**config.mk**
```make
export PLATFORM = sky130hd
export DESIGN_NAME = data_mem_responder
export DESIGN_NICKNAME = d
export VERILOG_FILES = /design/src/rtl/data_mem_responder.sv
export SDC_FILE = /design/constraint.sdc
export NUM_CORES = 2
export LEC_CHECK = 0
export CORE_ASPECT_RATIO = 0.8
export CORE_UTILIZATION = 45
export CTS_CLUSTER_DIAMETER = 120
export CTS_CLUSTER_SIZE = 25
export DETAILED_ROUTE_END_ITERATION = 10
export GPL_ROUTABILITY_DRIVEN = 0
export PLACE_DENSITY = 0.61
export REMOVE_ABC_BUFFERS = 1
export SLEW_MARGIN = 15
export SYNTH_ARGS = -nofsm -noshare
export SYNTH_HDL_FRONTEND = slang
export SYNTH_SLANG_ARGS = --single-unit
```
**constraint.sdc**
```tcl
create_clock -name clk -period 7.5 [get_ports clk]
set_input_delay 0.75 -clock clk [delete_from_list [all_inputs] [get_ports clk]]
set_output_delay 0.75 -clock clk [all_outputs]
set_load 0.01 [all_outputs]
```
**src/rtl/data_mem_responder.sv**
```systemverilog
// data_mem_responder
//   Word-addressed data memory target for the CPU data-access port. Accepts
//   one load/store at a time over a valid/ready request channel, waits
//   LATENCY cycles, performs the access on a register-array memory and
//   returns the result over a valid/ready response channel. Misaligned or
//   out-of-range addresses are reported through resp_err and never touch
//   memory.
//
// Parameters
//   DEPTH    number of 32-bit words (power of two, >= 2)
//   LATENCY  wait cycles between acceptance and the memory access (0 legal)
//
// Ports
//   clk         rising-edge clock
//   reset       synchronous active-high reset (also clears the memory)
//   req_valid   request present
//   req_ready   responder can accept a request (high only in IDLE)
//   req_addr    byte address; word index is addr[log2(DEPTH)+1:2]
//   req_wdata   store data
//   req_rw      1 = store, 0 = load
//   resp_valid  response present
//   resp_ready  requester accepts the response
//   resp_rdata  load data; 0 for stores and errors
//   resp_err    access was misaligned or out of range
module data_mem_responder #(
    parameter int DEPTH   = 64,
    parameter int LATENCY = 2
) (
    input  logic        clk,
    input  logic        reset,
    input  logic        req_valid,
    output logic        req_ready,
    input  logic [31:0] req_addr,
    input  logic [31:0] req_wdata,
    input  logic        req_rw,
    output logic        resp_valid,
    input  logic        resp_ready,
    output logic [31:0] resp_rdata,
    output logic        resp_err
);

    localparam int AW = $clog2(DEPTH);
    localparam int CW = (LATENCY > 1) ? $clog2(LATENCY) : 1;

    typedef enum logic [1:0] {IDLE, WAIT, RESP} state_t;

    state_t        state;
    logic [CW-1:0] count;

    // Request fields captured at acceptance (data path, not reset).
    logic [AW-1:0] index_q;
    logic [31:0]   wdata_q;
    logic          rw_q;
    logic          err_q;

    logic [31:0]   mem [DEPTH];

    // Operands of the access actually performed this cycle.
    logic [AW-1:0] acc_index;
    logic [31:0]   acc_wdata;
    logic          acc_rw;
    logic          acc_err;
    logic          access_now;

    // Out of range when any address bit above the word index is set;
    // equivalent to addr[31:2] >= DEPTH because DEPTH is a power of two.
    function automatic logic addr_err(input logic [31:0] a);
        return (a[1:0] != 2'b00) || (|a[31:AW+2]);
    endfunction

    assign req_ready = (state == IDLE);

    // With no wait cycles the access uses the live request in the
    // acceptance cycle; otherwise it uses the captured fields.
    always_comb begin
        if (LATENCY == 0) begin
            acc_index  = req_addr[AW+1:2];
            acc_wdata  = req_wdata;
            acc_rw     = req_rw;
            acc_err    = addr_err(req_addr);
            access_now = (state == IDLE) && req_valid;
        end else begin
            acc_index  = index_q;
            acc_wdata  = wdata_q;
            acc_rw     = rw_q;
            acc_err    = err_q;
            access_now = (state == WAIT) && (count == '0);
        end
    end

    always_ff @(posedge clk) begin
        if (reset) begin
            state      <= IDLE;
            count      <= '0;
            resp_valid <= 1'b0;
            resp_rdata <= '0;
            resp_err   <= 1'b0;
            for (int i = 0; i < DEPTH; i++) begin
                mem[i] <= '0;
            end
        end else begin
            case (state)
                IDLE: begin
                    if (req_valid) begin
                        index_q <= req_addr[AW+1:2];
                        wdata_q <= req_wdata;
                        rw_q    <= req_rw;
                        err_q   <= addr_err(req_addr);
                        count   <= CW'((LATENCY > 0) ? LATENCY - 1 : 0);
                        state   <= (LATENCY == 0) ? RESP : WAIT;
                    end
                end
                WAIT: begin
                    if (count != '0) begin
                        count <= count - 1'b1;
                    end else begin
                        state <= RESP;
                    end
                end
                RESP: begin
                    if (resp_ready) begin
                        state      <= IDLE;
                        resp_valid <= 1'b0;
                    end
                end
                default: state <= IDLE;
            endcase

            // The access lands on the same edge that enters RESP, so a
            // following request always observes the completed store.
            if (access_now) begin
                resp_valid <= 1'b1;
                resp_err   <= acc_err;
                if (acc_err || acc_rw) begin
                    resp_rdata <= '0;
                end else begin
                    resp_rdata <= mem[acc_index];
                end
                if (!acc_err && acc_rw) begin
                    mem[acc_index] <= acc_wdata;
                end
            end
        end
    end

endmodule

```
# Word level (Yosys, flattened, before mapping)
# Memory sizes are Yosys's and may differ from the RTL's. A register that Yosys moved wholly into a read port is not among the register bits.
# Index checks and enable logic that the tools add are counted.
[classes]
addsub = 1
eq_ne = 5
muxes = 21
n_bitwise = 2
reduce_logical = 16
[ops]
columns = ["cell", "count"]
rows = [
  ["two-way mux 32 bit", 2],
  ["OR reduction 32 bit", 1],
  ["OR reduction 24 bit", 1],
  ["two-way mux 1 bit", 12],
  ["two-way mux 6 bit", 2],
  ["nonzero test 2 bit", 4],
  ["two-way mux 2 bit", 3],
  ["!= test 2 bit (second input constant)", 3],
  ["one-hot mux 2 bit (3 select lines)", 1],
  ["AND reduction 3 bit", 2],
  ["AND reduction 2 bit", 2],
  ["== test 2 x 1 -> 1 bit (second input constant)", 1],
  ["== test 2 bit (second input constant)", 1],
  ["logical AND 1 bit", 2],
  ["logical NOT 2 bit", 1],
  ["logical OR 1 bit", 2],
  ["inverter 1 bit", 2],
  ["one-hot mux 1 bit (2 select lines)", 1],
  ["logical NOT 1 bit", 1],
  ["subtractor 1 bit (second input constant)", 1],
]
[word_totals]
register_bits = 77
mem_bits_rw = 2048
in_bits = 69
output_inout_bits = 35
word_cells = 55
mem_count = 1
[mem_list]
columns = ["name", "depth", "word_bits", "read_ports", "rd_clocked_by_memory_dff", "wr", "line", "rtl"]
rows = [
  ["mem", 64, 32, 1, 1, 64, "56", "logic [31:0] mem [DEPTH];"],
]

# Logic depth before layout (Yosys ltp)
[depth]
depth_word = 8
depth_mapped = 12
mapped_depth_nobuf = 6

# Least setup slack after synthesis
# OpenSTA, ideal clock, no wires.
[synth_path]
kind = "input port to flip-flop"
from = "in reset"
to = "reg (tool-made name)"
setup_time_ns = 0.081
arrival_time_ns = 6.462
required_ns = 7.419
setup_slack_ns = 0.956
cell_stages = 3
path_buffers = 1
cell_sequence = "clkbuf_1 > nor4b_1 > mux2_2"
[synth_rtl]
columns = ["element", "line", "rtl"]
rows = [
  ["start, declared", "30", "input logic reset,"],
]

==> flow_summary.html <==
<table>
<tr><th>Metric</th><th>Value</th></tr>
<tr><th colspan="2">Power</th></tr>
<tr><td>Worst vdd rail ir drop</td><td>0.000191 V</td></tr>
<tr><td>Clock network fraction of design power</td><td>28.2%</td></tr>
<tr><td>Power density cells</td><td>216 nW/um^2</td></tr>
<tr><td>Sw frac</td><td>24.9%</td></tr>
<tr><td>Sequential share of power</td><td>61.6%</td></tr>
<tr><td>Total net switching power</td><td>5.50 mW</td></tr>
<tr><td>Portion of total power attributed to combinational logic</td><td>10.1%</td></tr>
<tr><td>Pleak</td><td>35.9 nW</td></tr>
<tr><td>Cell internal pwr</td><td>16.6 mW</td></tr>
<tr><th colspan="2">Clock network</th></tr>
<tr><td>Clock Tree Root</td><td>sky130_fd_sc_hd__clkbuf_16</td></tr>
<tr><td># H-tree levels</td><td>3</td></tr>
<tr><td>CTS tree</td><td>done</td></tr>
<tr><td>Post-CTS setup buffers</td><td>0</td></tr>
<tr><td>Clock net sink count</td><td>2131</td></tr>
<tr><td>CTS-repair resized insts</td><td>0</td></tr>
<tr><td>Skew-Pair Late Insertion Delay</td><td>0.79 ns</td></tr>
<tr><td>Hold buffer count at cts</td><td>0</td></tr>
<tr><td>Number of buffers created by CTS</td><td>95</td></tr>
<tr><td>Clock transition at path regs</td><td>0.11 ns</td></tr>
<tr><td>Buffer levels on the longest clock path</td><td>3</td></tr>
<tr><th colspan="2">Placement</th></tr>
<tr><td>Number of placed cells counting well taps</td><td>8609</td></tr>
<tr><td>DPL Wire Length</td><td>190000 um</td></tr>
<tr><td>Placement-stage cell area</td><td>99500 um^2</td></tr>
<tr><td>Buffers on Ports</td><td>103</td></tr>
<tr><th colspan="2">Cells and area</th></tr>
<tr><td>Number of nets in the finished design</td><td>5945</td></tr>
<tr><td>Share of cells above drive strength 1</td><td>15.6%</td></tr>
<tr><td>Most used cells in the layout excluding fill and tap cells</td><td>sky130_fd_sc_hd__edfxtp_1 (2088), sky130_fd_sc_hd__and2_1 (2051), sky130_fd_sc_hd__mux4_2 (512)</td></tr>
<tr><td>Layout-stage area growth over the synthesis result</td><td>6.36%</td></tr>
<tr><td>Seq. cell area</td><td>63600 um^2</td></tr>
<tr><td>Most common cell after layout, fill and taps aside</td><td>sky130_fd_sc_hd__edfxtp_1</td></tr>
<tr><td>Count of fill cells added during filler insertion</td><td>17.7k</td></tr>
<tr><td>Final non-filler cell area</td><td>102000 um^2</td></tr>
<tr><td>Cell Count, Final, Fillers Out</td><td>8776</td></tr>
<tr><td>Area of combinational cells with multiple inputs</td><td>30200 um^2</td></tr>
<tr><th colspan="2">Worst setup path</th></tr>
<tr><td>Critical path class</td><td>reg -&gt; reg</td></tr>
<tr><td>CP Capture Type</td><td>flip-flop</td></tr>
<tr><td>Data required time of the worst path</td><td>7.91 ns</td></tr>
<tr><td>Kind of start point of the critical path</td><td>flip-flop</td></tr>
<tr><td>Worst endpoint data arrival time</td><td>5.57 ns</td></tr>
<tr><td>Top fanout value on the critical path</td><td>33</td></tr>
<tr><th colspan="2">Global route</th></tr>
<tr><td>Via count of the first global-routing pass</td><td>50.4k</td></tr>
<tr><td>Overall fraction of global-route tracks in use</td><td>27.8%</td></tr>
<tr><td>Wire length of the first global-routing pass</td><td>415000 um</td></tr>
<tr><td>Total congestion overflow after global routing</td><td>0</td></tr>
<tr><td>Antenna violations before repair</td><td>46</td></tr>
<tr><td>Maximum number of pins on one net before global-route repair</td><td>112</td></tr>
<tr><th colspan="2">Yosys</th></tr>
<tr><td>Synthesis-stage register bit count</td><td>2131</td></tr>
<tr><td>Count of warnings emitted by yosys</td><td>0</td></tr>
<tr><td>Synthesized area divided by synthesized cell count</td><td>15.6 um^2</td></tr>
<tr><td>Post-synthesis cell count</td><td>6161</td></tr>
<tr><td>Most common flop cell mapped by yosys</td><td>sky130_fd_sc_hd__edfxtp_1</td></tr>
<tr><td>Number of flops mapped to enable cells by yosys</td><td>2088</td></tr>
<tr><td>Count of distinct cell types in the synthesized netlist</td><td>58</td></tr>
<tr><td>Area of the mapped netlist</td><td>96100 um^2</td></tr>
<tr><td>Portion of the post-synthesis area used by sequential elements</td><td>66.1%</td></tr>
<tr><td>Share of flip-flops with an asynchronous set or reset after synthesis</td><td>0%</td></tr>
<tr><th colspan="2">Floorplan</th></tr>
<tr><td>Initial Utilization</td><td>45.4%</td></tr>
<tr><td>Height of the chip</td><td>415 um</td></tr>
<tr><td>Standard cell core area</td><td>212000 um^2</td></tr>
<tr><td>Total die area</td><td>216000 um^2</td></tr>
<tr><td>I/O pin count</td><td>104</td></tr>
<tr><td># rows</td><td>151</td></tr>
<tr><td>Die W</td><td>519 um</td></tr>
<tr><th colspan="2">STA</th></tr>
<tr><td>Measured slew at the worst slew-check pin</td><td>1.25 ns</td></tr>
<tr><td>Final min period</td><td>5.16 ns</td></tr>
<tr><td>Maximum clock frequency</td><td>194 MHz</td></tr>
<tr><td>Final hold viol count</td><td>0</td></tr>
<tr><td>Fraction of the cycle the final worst path needs</td><td>68.8%</td></tr>
<tr><td>Relative slew margins</td><td>16.5%</td></tr>
<tr><td>Final Max Tran Viols</td><td>0</td></tr>
<tr><td>Largest clock skew in the final design</td><td>0.0503 ns</td></tr>
<tr><td>Endpoints failing setup</td><td>0</td></tr>
<tr><td>Unrepaired setup endpoints after global routing</td><td>false</td></tr>
<tr><th colspan="2">Routing</th></tr>
<tr><td>Via total after detailed routing</td><td>53.6k</td></tr>
<tr><td>Avg Vias per Cell</td><td>6.10</td></tr>
<tr><td>Post-detailed-route DRC marker count</td><td>0</td></tr>
<tr><td>TritonRoute pass-1 iters</td><td>6</td></tr>
<tr><td>DRT Wirelength</td><td>302000 um</td></tr>
<tr><td>Starting DRC count in detailed routing</td><td>9532</td></tr>
<tr><td>Remaining antenna violation count after routing</td><td>0</td></tr>
<tr><td>Detailed-route wire length per cell</td><td>34.4 um</td></tr>
<tr><th colspan="2">Flow run</th></tr>
<tr><td>Max capacitance violation total</td><td>0</td></tr>
<tr><th colspan="2">Hold path</th></tr>
<tr><td>Tightest Hold Check Type</td><td>reg -&gt; reg</td></tr>
<tr><th colspan="2">Run status</th></tr>
<tr><td>Result of the run</td><td>finished clean</td></tr>
</table>
==> registers in the layout, indices dropped and copies added (netlist names), 2 cells and up, named ones only <==
name and cells:
acc_wdata 32, resp_rdata 32, acc_index 6, state 2, mem 2048
==> routing by layer <==
metal	global-route usage (%)	vias to the layer above	routed length [um]
met5	0	-	25
met4	8.23	4	10300
met3	6.63	411	38300
met2	39.1	3344	128000
met1	42.6	27900	125000
li1	-	21900	-
==> path summary, 6_finish.rpt <==
check / startpoint / endpoint / slack, ns / cells past startpoint
max: state[0] / mem[6][1] / 2.34 / 6
min: resp_rdata[0] / resp_rdata[0] / 0.48 / 2
max reg2reg: state[0] / mem[6][1] / 2.34 / 6
min reg2reg: resp_rdata[0] / resp_rdata[0] / 0.48 / 2
==> critical path: stages, from the launching register on <==
cell	delay (ns)
sky130_fd_sc_hd__dfxtp_1	0.54
sky130_fd_sc_hd__or4b_1	0.63
sky130_fd_sc_hd__nor3b_2	0.36
sky130_fd_sc_hd__nand4b_1	0.94
sky130_fd_sc_hd__buf_4	0.56
sky130_fd_sc_hd__nor2_2	0.90
sky130_fd_sc_hd__or2_2	0.81
==> cell usage after synthesis (5+ instances only) <==
master                      instances  area [um^2]
sky130_fd_sc_hd__a22oi_1           18          135
sky130_fd_sc_hd__mux2_2            26          293
sky130_fd_sc_hd__buf_4             23          173
sky130_fd_sc_hd__nor3_1            31          155
sky130_fd_sc_hd__nand4_1           10         62.6
sky130_fd_sc_hd__clkbuf_1         404         1520
sky130_fd_sc_hd__a31oi_1            9         56.3
sky130_fd_sc_hd__and2_1          2051        12800
sky130_fd_sc_hd__nor2_2             9         56.3
sky130_fd_sc_hd__nand3_1           34          170
sky130_fd_sc_hd__nand2b_1          12         75.1
sky130_fd_sc_hd__a211oi_1          58          435
sky130_fd_sc_hd__a2111oi_0         11         96.3
sky130_fd_sc_hd__nor2_1           108          405
sky130_fd_sc_hd__or3_1              7         43.8
sky130_fd_sc_hd__or2_2             70          438
sky130_fd_sc_hd__mux2i_1          156         1560
sky130_fd_sc_hd__nand2_1           76          285
sky130_fd_sc_hd__a22o_1             5         43.8
sky130_fd_sc_hd__o211ai_1          10         75.1
sky130_fd_sc_hd__a21oi_1           39          195
sky130_fd_sc_hd__nor2b_1           29          181
sky130_fd_sc_hd__nor4_1            19          119
sky130_fd_sc_hd__edfxtp_1        2088        62700
sky130_fd_sc_hd__dfxtp_1           43          861
sky130_fd_sc_hd__a221oi_1           5         43.8
sky130_fd_sc_hd__o22ai_1           34          213
sky130_fd_sc_hd__mux4_2           512        11500
sky130_fd_sc_hd__o21ai_0           31          155
sky130_fd_sc_hd__buf_1             56          210
sky130_fd_sc_hd__buf_2            134          671
==> per-stage QoR <==
step	worst slack [ns]	TNS, ns	power (mW)	util [%]	hold slack (ns)
2_1_floorplan	-15.04	-472.56	15.6	-	0.470
3_3_place_gp	2.63	0	16.1	46.9	0.453
3_5_place_dp	2.72	0	16.1	46.9	0.455
4_1_cts	2.67	0	22.1	48.2	0.464
5_1_grt	2.21	0	22.6	48.2	0.497
6_report	2.34	0	22.1	48.2	0.482
==> cell type report <==
cell class / instances / share of cell area [%]
multi-input cells: 3408 / 29.5
well taps: 2830 / 3.46
inverters: 4 / 0.0147
repair buffers: 236 / 2.14
clock buffers: 146 / 2.57
clock inverters: 5 / 0.0575
diodes: 16 / 0.0392
flip-flops and latches: 2131 / 62.2
==> logic make-up (layout without fill, tap and decap cells) <==
family                 after synthesis  count (layout)  synth area share, %
buffers and inverters              622             391                 2.69
muxes                              694             694                 13.9
AOI/OAI and AO/OA                  239             239                 1.68
DFF                               2131            2131                 66.1
and+or+nand+nor                   2475            2475                 15.6
other                                0              16                    0
==> power by group through the flow <==
stage	sequential, mW	clock (mW)	combinational [mW]
floorplan	14.0	0	1.56
global placement	13.9	0	2.19
detailed placement	13.9	0	2.20
CTS	13.6	6.27	2.20
global route	13.7	6.62	2.28
finish	13.6	6.24	2.24
No activity file was read; power rests on OpenSTA's default activity.
